## src/rtl/encoder_rc5.sv

```systemverilog
// ----------------------------------------------------------------------------
// encoder_rc5
//   Iterative RC5-32 block encryptor. One full round (A half then B half) is
//   computed per clock, so a block takes ROUNDS clocks from acceptance to
//   ciphertext. Round keys live in an internal register file loaded through a
//   simple write port while the encoder is idle.
//
// Ports
//   clk        : sole clock, rising-edge active
//   rst        : asynchronous, active-high reset
//   key_we     : round-key write strobe (honoured only while idle)
//   key_addr   : round-key index S[0..2*ROUNDS+1]; larger indices ignored
//   key_data   : round-key word
//   in_valid   : plaintext block offered on d_in
//   in_ready   : encoder idle and able to accept a block
//   d_in       : plaintext, A = d_in[63:32], B = d_in[31:0]
//   out_valid  : ciphertext on d_out is valid
//   out_ready  : downstream accepts the ciphertext
//   d_out      : ciphertext, A = d_out[63:32], B = d_out[31:0]
// ----------------------------------------------------------------------------
module encoder_rc5 #(
    parameter int unsigned ROUNDS = 12
) (
    input  logic        clk,
    input  logic        rst,
    input  logic        key_we,
    input  logic [4:0]  key_addr,
    input  logic [31:0] key_data,
    input  logic        in_valid,
    output logic        in_ready,
    input  logic [63:0] d_in,
    output logic        out_valid,
    input  logic        out_ready,
    output logic [63:0] d_out
);

    localparam int unsigned NKEYS      = 2 * ROUNDS + 2;
    localparam int unsigned AW         = $clog2(NKEYS);
    localparam logic [4:0]  LAST_KEY   = 5'(2 * ROUNDS + 1);
    localparam logic [4:0]  LAST_ROUND = 5'(ROUNDS);

    typedef enum logic [1:0] {
        S_IDLE,
        S_ROUND,
        S_DONE
    } state_t;

    state_t      r_state;
    state_t      w_state_next;

    logic [31:0] r_key [NKEYS];
    logic [31:0] r_a;
    logic [31:0] r_b;
    logic [4:0]  r_round;
    logic [63:0] r_d_out;

    logic [AW-1:0] w_idx_a;
    logic [AW-1:0] w_idx_b;
    logic [AW-1:0] w_wr_idx;
    logic          w_key_wr;
    logic          w_accept;
    logic [31:0]   w_a_new;
    logic [31:0]   w_b_new;

    // Rotate left by the low five bits: take the upper word of {x,x} << n.
    function automatic logic [31:0] f_rotl(input logic [31:0] x, input logic [4:0] n);
        logic [63:0] t;
        t = {x, x} << n;
        return t[63:32];
    endfunction

    // ------------------------------------------------------------------------
    // Round datapath: the B half uses the freshly computed A of the same round.
    // ------------------------------------------------------------------------
    assign w_idx_a  = AW'({r_round, 1'b0});
    assign w_idx_b  = AW'({r_round, 1'b1});
    assign w_a_new  = f_rotl(r_a ^ r_b, r_b[4:0]) + r_key[w_idx_a];
    assign w_b_new  = f_rotl(r_b ^ w_a_new, w_a_new[4:0]) + r_key[w_idx_b];

    assign w_accept = (r_state == S_IDLE) && in_valid;
    assign w_key_wr = (r_state == S_IDLE) && key_we && (key_addr <= LAST_KEY);
    assign w_wr_idx = AW'(key_addr);

    // ------------------------------------------------------------------------
    // FSM state register
    // ------------------------------------------------------------------------
    always_ff @(posedge clk or posedge rst) begin
        if (rst) begin
            r_state <= S_IDLE;
        end else begin
            r_state <= w_state_next;
        end
    end

    // ------------------------------------------------------------------------
    // FSM next-state and handshake outputs
    // ------------------------------------------------------------------------
    always_comb begin
        w_state_next = r_state;
        in_ready     = 1'b0;
        out_valid    = 1'b0;
        case (r_state)
            S_IDLE: begin
                in_ready = 1'b1;
                if (in_valid) begin
                    w_state_next = S_ROUND;
                end
            end
            S_ROUND: begin
                if (r_round == LAST_ROUND) begin
                    w_state_next = S_DONE;
                end
            end
            S_DONE: begin
                out_valid = 1'b1;
                if (out_ready) begin
                    w_state_next = S_IDLE;
                end
            end
            default: begin
                w_state_next = S_IDLE;
            end
        endcase
    end

    // ------------------------------------------------------------------------
    // Round-key register file. A write coinciding with acceptance lands on the
    // same edge, so whitening reads the old value.
    // ------------------------------------------------------------------------
    always_ff @(posedge clk or posedge rst) begin
        if (rst) begin
            for (int unsigned k = 0; k < NKEYS; k++) begin
                r_key[k] <= '0;
            end
        end else if (w_key_wr) begin
            r_key[w_wr_idx] <= key_data;
        end
    end

    // ------------------------------------------------------------------------
    // Working registers, round counter and output register
    // ------------------------------------------------------------------------
    always_ff @(posedge clk or posedge rst) begin
        if (rst) begin
            r_a     <= '0;
            r_b     <= '0;
            r_round <= '0;
            r_d_out <= '0;
        end else begin
            case (r_state)
                S_IDLE: begin
                    if (w_accept) begin
                        r_a     <= d_in[63:32] + r_key[0];
                        r_b     <= d_in[31:0]  + r_key[1];
                        r_round <= 5'd1;
                    end
                end
                S_ROUND: begin
                    r_a     <= w_a_new;
                    r_b     <= w_b_new;
                    r_round <= r_round + 5'd1;
                    if (r_round == LAST_ROUND) begin
                        r_d_out <= {w_a_new, w_b_new};
                    end
                end
                default: begin
                end
            endcase
        end
    end

    assign d_out = r_d_out;

endmodule

```

## config.mk

```make
export PLATFORM = sky130hd
export DESIGN_NAME = encoder_rc5
export DESIGN_NICKNAME = d
export VERILOG_FILES = /design/src/rtl/encoder_rc5.sv
export SDC_FILE = /design/constraint.sdc
export NUM_CORES = 2
export LEC_CHECK = 0
export CAP_MARGIN = 40
export CORE_ASPECT_RATIO = 0.7
export CORE_MARGIN = 2
export CORE_UTILIZATION = 50
export CTS_CLUSTER_DIAMETER = 200
export DETAILED_ROUTE_END_ITERATION = 10
export DONT_BUFFER_PORTS = 1
export HOLD_SLACK_MARGIN = 0.08
export PLACE_DENSITY = 0.69
export SYNTH_ARGS = -nofsm -noshare
export SYNTH_HDL_FRONTEND = slang
export SYNTH_SLANG_ARGS = --single-unit
export TNS_END_PERCENT = 1
```

## constraint.sdc

```tcl
create_clock -name clk -period 47.5 [get_ports clk]
set_clock_uncertainty 0.1 [all_clocks]
set_input_delay 4.75 -clock clk [delete_from_list [all_inputs] [get_ports clk]]
set_output_delay 4.75 -clock clk [all_outputs]
set_load 0.02 [all_outputs]
```

# After elaboration in Yosys (flattened, before gate mapping)
# Cells that the tools add are included.
# word_totals
out_inout_bits,66
reg_bits,967
input_bits,106
word_cells,85
# classes
n_lt_le_gt_ge,5
n_mux,21
n_eq_ne,7
bitwise,5
n_reduce_logical,9
shift,2
n_addsub,5
# op_table
cell,n
$bwmux W832,1
$bmux W32 S5,2
$mux W32,7
$demux W32 S5,1
$add A32 B32 Y32,4
$pmux W32 S2,2
$shl A64 B5 Y64,2
$xor A32 B32 Y32,2
$ge A6 B6 Y1 const B,3
$not A5 Y6,3
$pmux W5 S2,1
$ne A2 B2 Y1 const B,4
$lt A6 B1 Y1 const B,1
$mux W2,3
$pmux W2 S3,1
$add A5 B1 Y5 const B,1
$eq A5 B4 Y1 const B,1
$le A5 B5 Y1 const B,1
$mux W5,1
$logic_and A1 B1 Y1,4
$reduce_and A2 Y1,2
$reduce_and A3 Y1,1
$eq A2 B1 Y1 const B,1
$eq A2 B2 Y1 const B,1
3 further kinds,4

# Logic depth before layout (Yosys ltp)
# logic_depth
ltp_word,9
mapped_depth,39
mapped_depth_nobuf,36

# Worst setup path after synthesis
# Ideal clock, no wire load.
# synth_path
kind,register to register
startpoint,register r_round[0]
endpoint,register r_b[31]
t_arrival_ps,8006
t_required_ps,47255
setup_time_ps,145
path_slack_ps,39249
stages_incl_launch_ff,34
n_path_buf,4
period_less_slack_ps,8251
cell_sequence,dfrtp_1 -> buf_2 -> clkbuf_1 -> clkbuf_1 -> buf_1 -> mux4_2 -> a22oi_1 -> o21ai_0 -> ha_1 -> fa_1 -> a211oi_1 -> o211ai_1 -> nand4_1 -> nand2_1 -> a211oi_2 -> xnor3_1 -> mux2_2 -> mux2_2 -> mux2i_1 -> mux2i_1 -> o21ai_0 -> ha_1 -> a211oi_1 -> o21bai_1 -> a21oi_1 -> o21ai_0 -> o31ai_1 -> o22ai_1 -> o22ai_1 -> o21ai_0 -> o41ai_1 -> xnor2_1 -> xnor2_1 -> o221ai_1
# synth_via
elab_chain_len,9
elab_cells_between_ends,13
classes_between,2 x add/sub; 1 x shift; 7 x mux; 3 x bitwise
# synth_lines
item,line,rtl
from (decl),54,logic [4:0] r_round;
from (signal assigned),161,r_round <= r_round + 5'd1;
$not A5 Y6 (implied by the code),77,"assign w_a_new = f_rotl(r_a ^ r_b, r_b[4:0]) + r_key[w_idx_a];"
$bmux W32 S5,77,
$mux W32 (implied by the code) (2 in series),77,
$add A32 B32 Y32,77,
$xor A32 B32 Y32,78,"assign w_b_new = f_rotl(r_b ^ w_a_new, w_a_new[4:0]) + r_key[w_idx_b];"
$shl A64 B5 Y64,68,"t = {x, x} << n;"
$add A32 B32 Y32 (*),78,
$pmux W32 S2 (*),150,case (r_state)
to (signal assigned),154,r_b <= d_in[31:0] + r_key[1];
to (signal assigned),160,r_b <= w_b_new;
to (decl),53,logic [31:0] r_b;
# Mark *: on every way between the ends. The rest lies on a longest branch, timed or not. The select of a mux whose other input is x is not followed.
# A chain may end at the register's enable or synchronous reset.

# Worst setup path in the final report
# layout_path
startpoint,register r_round[3]
endpoint,register r_b[31]
# The elaborated chain is that of the path after synthesis.

==> qor.csv <==
stage,metric,value,unit
logic_synthesis,synthCells,4305,
floorplan,initial_core_util,0.503,
hold_path,min_path_type,reg2reg,
timing,relSlewSlack,0.277,
logic_synthesis,synth_area,53300,µm²
critical_path,crit_path_end_kind,flip-flop,
timing,finalHoldViolations,0,
route,drc,0,
route,vias,37500,
critical_path,crit_path_start,r_round[3],
finish,instances_no_fill,5686,
clocking,cts-buffers-inserted,98,
logic_synthesis,synth.distinct_cells,86,
timing,min_period,10430,ps
critical_path,slowest_delay,730,ps
finish,syn_to_final_growth,9.22,%
hold_path,min_from,r_key[657],
grt,grt_usage,0.311,
logic_synthesis,ys_seq_elements,967,
status,outcome,"complete, no violations",
clocking,post_cts_resized,0,
logic_synthesis,synth_ff_type,dfrtp_1,
critical_path,cp.required,47960,ps
timing,fin_tns_setup,0,ps
timing,worst_pin_slew,1070,ps
route,drtPass1Iterations,6,
grt,grt_antenna_before_repair,12,
critical_path,crit_arrival,10890,ps
critical_path,cp_max_fo,34,
floorplan,die_area,109000,µm²
critical_path,slowest_stage,dfrtp_4,
critical_path,criticalPathCategory,reg2reg,
logic_synthesis,ys_seq_area_frac,0.454,
logic_synthesis,synth_top_area_share,0.454,
clocking,cts_buffer_depth,3,
timing,setup_violations,0,
clocking,post_cts_buffers,0,
clocking,clock_latency,730,ps
critical_path,critPathMostFrequentCell,o21ai_0,
clocking,htreeDepth,3,
route,via_per_inst,6.60,
floorplan,die_h,277,µm
timing,rsz0062_at_grt,false,
floorplan,fp.dieW,394,µm
timing,fin_ws,37070,ps
clocking,cts_num_sinks,967,
placed_design,dp_hpwl,119000,µm
timing,finalCritPeriodShare,0.220,
timing,slew_viol_final,0,
logic_synthesis,async_flop_share,1.00,
finish,drive_above_1_share,0.340,
clocking,ctsHoldBuffers,0,
floorplan,num_rows,100,
placed_design,globalplace.congestion,1.02,
route,postRouteAntennaNets,0,
placed_design,port_buffers,0,
critical_path,worstReg2RegStart,r_round[3],
clocking,cts_tree,done,
flow_run,drv_cap,0,
logic_synthesis,synth.net_count,4541,
floorplan,pin_count,172,
logic_synthesis,synth_top_area_cell,dfrtp_1,
placed_design,dp_cells,5498,
timing,fmax,0.0959,GHz
clocking,clockRootBuffer,clkbuf_16,
placed_design,dp_slack,37320,ps
logic_synthesis,ys.warnings.count,0,
clocking,clk_pin_slew,60,ps
critical_path,critPathTopFamily,compound AO/OA/AOI/OAI gates,
finish,fill_cells,8759,
route,drt-initial-drc-count,4376,
grt,gr-total-overflow,0,
logic_synthesis,avgSynthCellArea,12.4,µm²
grt,grt_pass1_vias,36500,
route,drt-total-wl,170000,µm
logic_synthesis,ys_top_cells_by_area,"dfrtp_1 (45%), mux2_2 (19%), mux4_2 (9.7%)",
route,wl_per_cell,29.9,µm
logic_synthesis,synth-edff-count,0,
critical_path,startpoint_type,flip-flop,
grt,grt_max_degree,172,
grt,grt_pass1_wl,253000,µm
critical_path,crit_buf_inv,3,
finish,nNetsFinal,4410,
floorplan,coreArea,106000,µm²
[state kept, by name, indices dropped and copies added, names as in the netlist]
signal / flops
r_a: 32
d_out: 64
r_state: 2
r_round: 5
r_key: 832
r_b: 32
[stage by stage]
stage | utilization | hold slack, ps | area [µm²]
global placement | 0.515 | 381 | 54600
CTS | 0.549 | 396 | 58200
finish | 0.549 | 398 | 58200
global route | 0.549 | 409 | 58200
floorplan | - | 358 | 53300
detailed placement | 0.518 | 386 | 54900
[worst paths after layout]
check	to	slack, ps	cells past startpoint
max in group asynchronous	r_key[351]	39830	7
hold / removal	r_key[657]	400	1
setup reg to reg	r_b[31]	37070	32
min in group asynchronous	r_key[805]	3910	1
setup / recovery	r_b[31]	37070	32
hold reg to reg	r_key[657]	400	1
[area by class of cell]
| cell class | count | area, µm² | share of cell area |
|---|---|---|---|
| Antenna cell | 3 | 7.51 | 0.000129 |
| Clock buffer | 148 | 2910 | 0.0500 |
| Inverter | 61 | 236 | 0.00406 |
| Clock inverter | 33 | 369 | 0.00634 |
| Multi-Input combinational cell | 2947 | 27700 | 0.476 |
| Sequential cell | 967 | 24200 | 0.416 |
| Tap cell | 1428 | 1790 | 0.0307 |
| Timing Repair Buffer | 99 | 967 | 0.0166 |
[placed cells by master, fill, tap and decap left out, types with 7 or more instances in the layout]
cell type	instances
a31oi_1	15
o21a_1	22
dfrtp_1	961
and3_1	16
clkbuf_1	24
nand2b_1	18
a21boi_0	9
mux4_2	230
a21o_1	42
xnor2_1	117
a221oi_1	13
nand4_1	15
nor2b_1	13
inv_1	56
nor2_1	177
o21ai_0	217
o21ai_1	9
a211oi_1	21
nand3_1	18
clkbuf_8	25
buf_12	9
mux2i_1	141
xor2_1	45
or3_1	11
nand2_1	239
buf_4	77
clkbuf_16	99
clkinv_2	17
and2_1	7
o31ai_1	9
xnor3_1	7
o21bai_1	13
o211ai_1	16
a22oi_1	69
ha_1	126
o22ai_1	48
a21oi_1	207
mux2_2	900
nor3_1	22
[cells in the mapped netlist, types with 11 or more instances]
cell type    n
a211oi_1    21
a21o_1      42
a21oi_1    208
a221oi_1    13
a22oi_1     69
a31oi_1     15
and3_1      17
buf_1      109
buf_2       14
clkbuf_1   202
dfrtp_1    967
ha_1       126
inv_1       57
mux2_2     900
mux2i_1    141
mux4_2     230
nand2_1    241
nand2b_1    18
nand3_1     22
nand4_1     15
nor2_1     179
nor2b_1     14
nor3_1      24
o211ai_1    16
o21a_1      22
o21ai_0    217
o21bai_1    13
o22ai_1     48
or3_1       11
xnor2_1    120
xor2_1      48
[logic make-up (layout without fill, tap and decap cells)]
logic type      count (synthesis)  count (layout)  synth area share
other cells                     0               3                 0
mux                          1271            1271             0.314
flops                         967             967             0.454
simple gates                  576             576            0.0476
compound gates                791             791            0.0929
fa+ha+maj                     130             130            0.0311
buf+inv                       391             341            0.0282
xor+xnor                      179             179            0.0323
[per-layer routing]
metal,vias up,track usage,share of wire
li1,15800,-,-
met1,19700,0.469,0.44
met2,1739,0.442,0.43
met3,291,0.0843,0.10
met4,14,0.0769,0.026
met5,-,0,0.00052
[worst reg2reg max path, delay by kind of cell, from the launching register on]
kind,cells,cell delay [ps]
XOR/XNOR,3,820
buffers and inverters,3,1620
AND/OR/NAND/NOR,4,680
flip-flops,1,730
adder cells (fa/ha/maj),2,890
AO/OA/AOI/OAI,18,4790
multiplexers,2,680
Power is left out: the tool's default activity adds up to more than one toggle a clock period on the data nets, which glitch-free logic cannot reach.
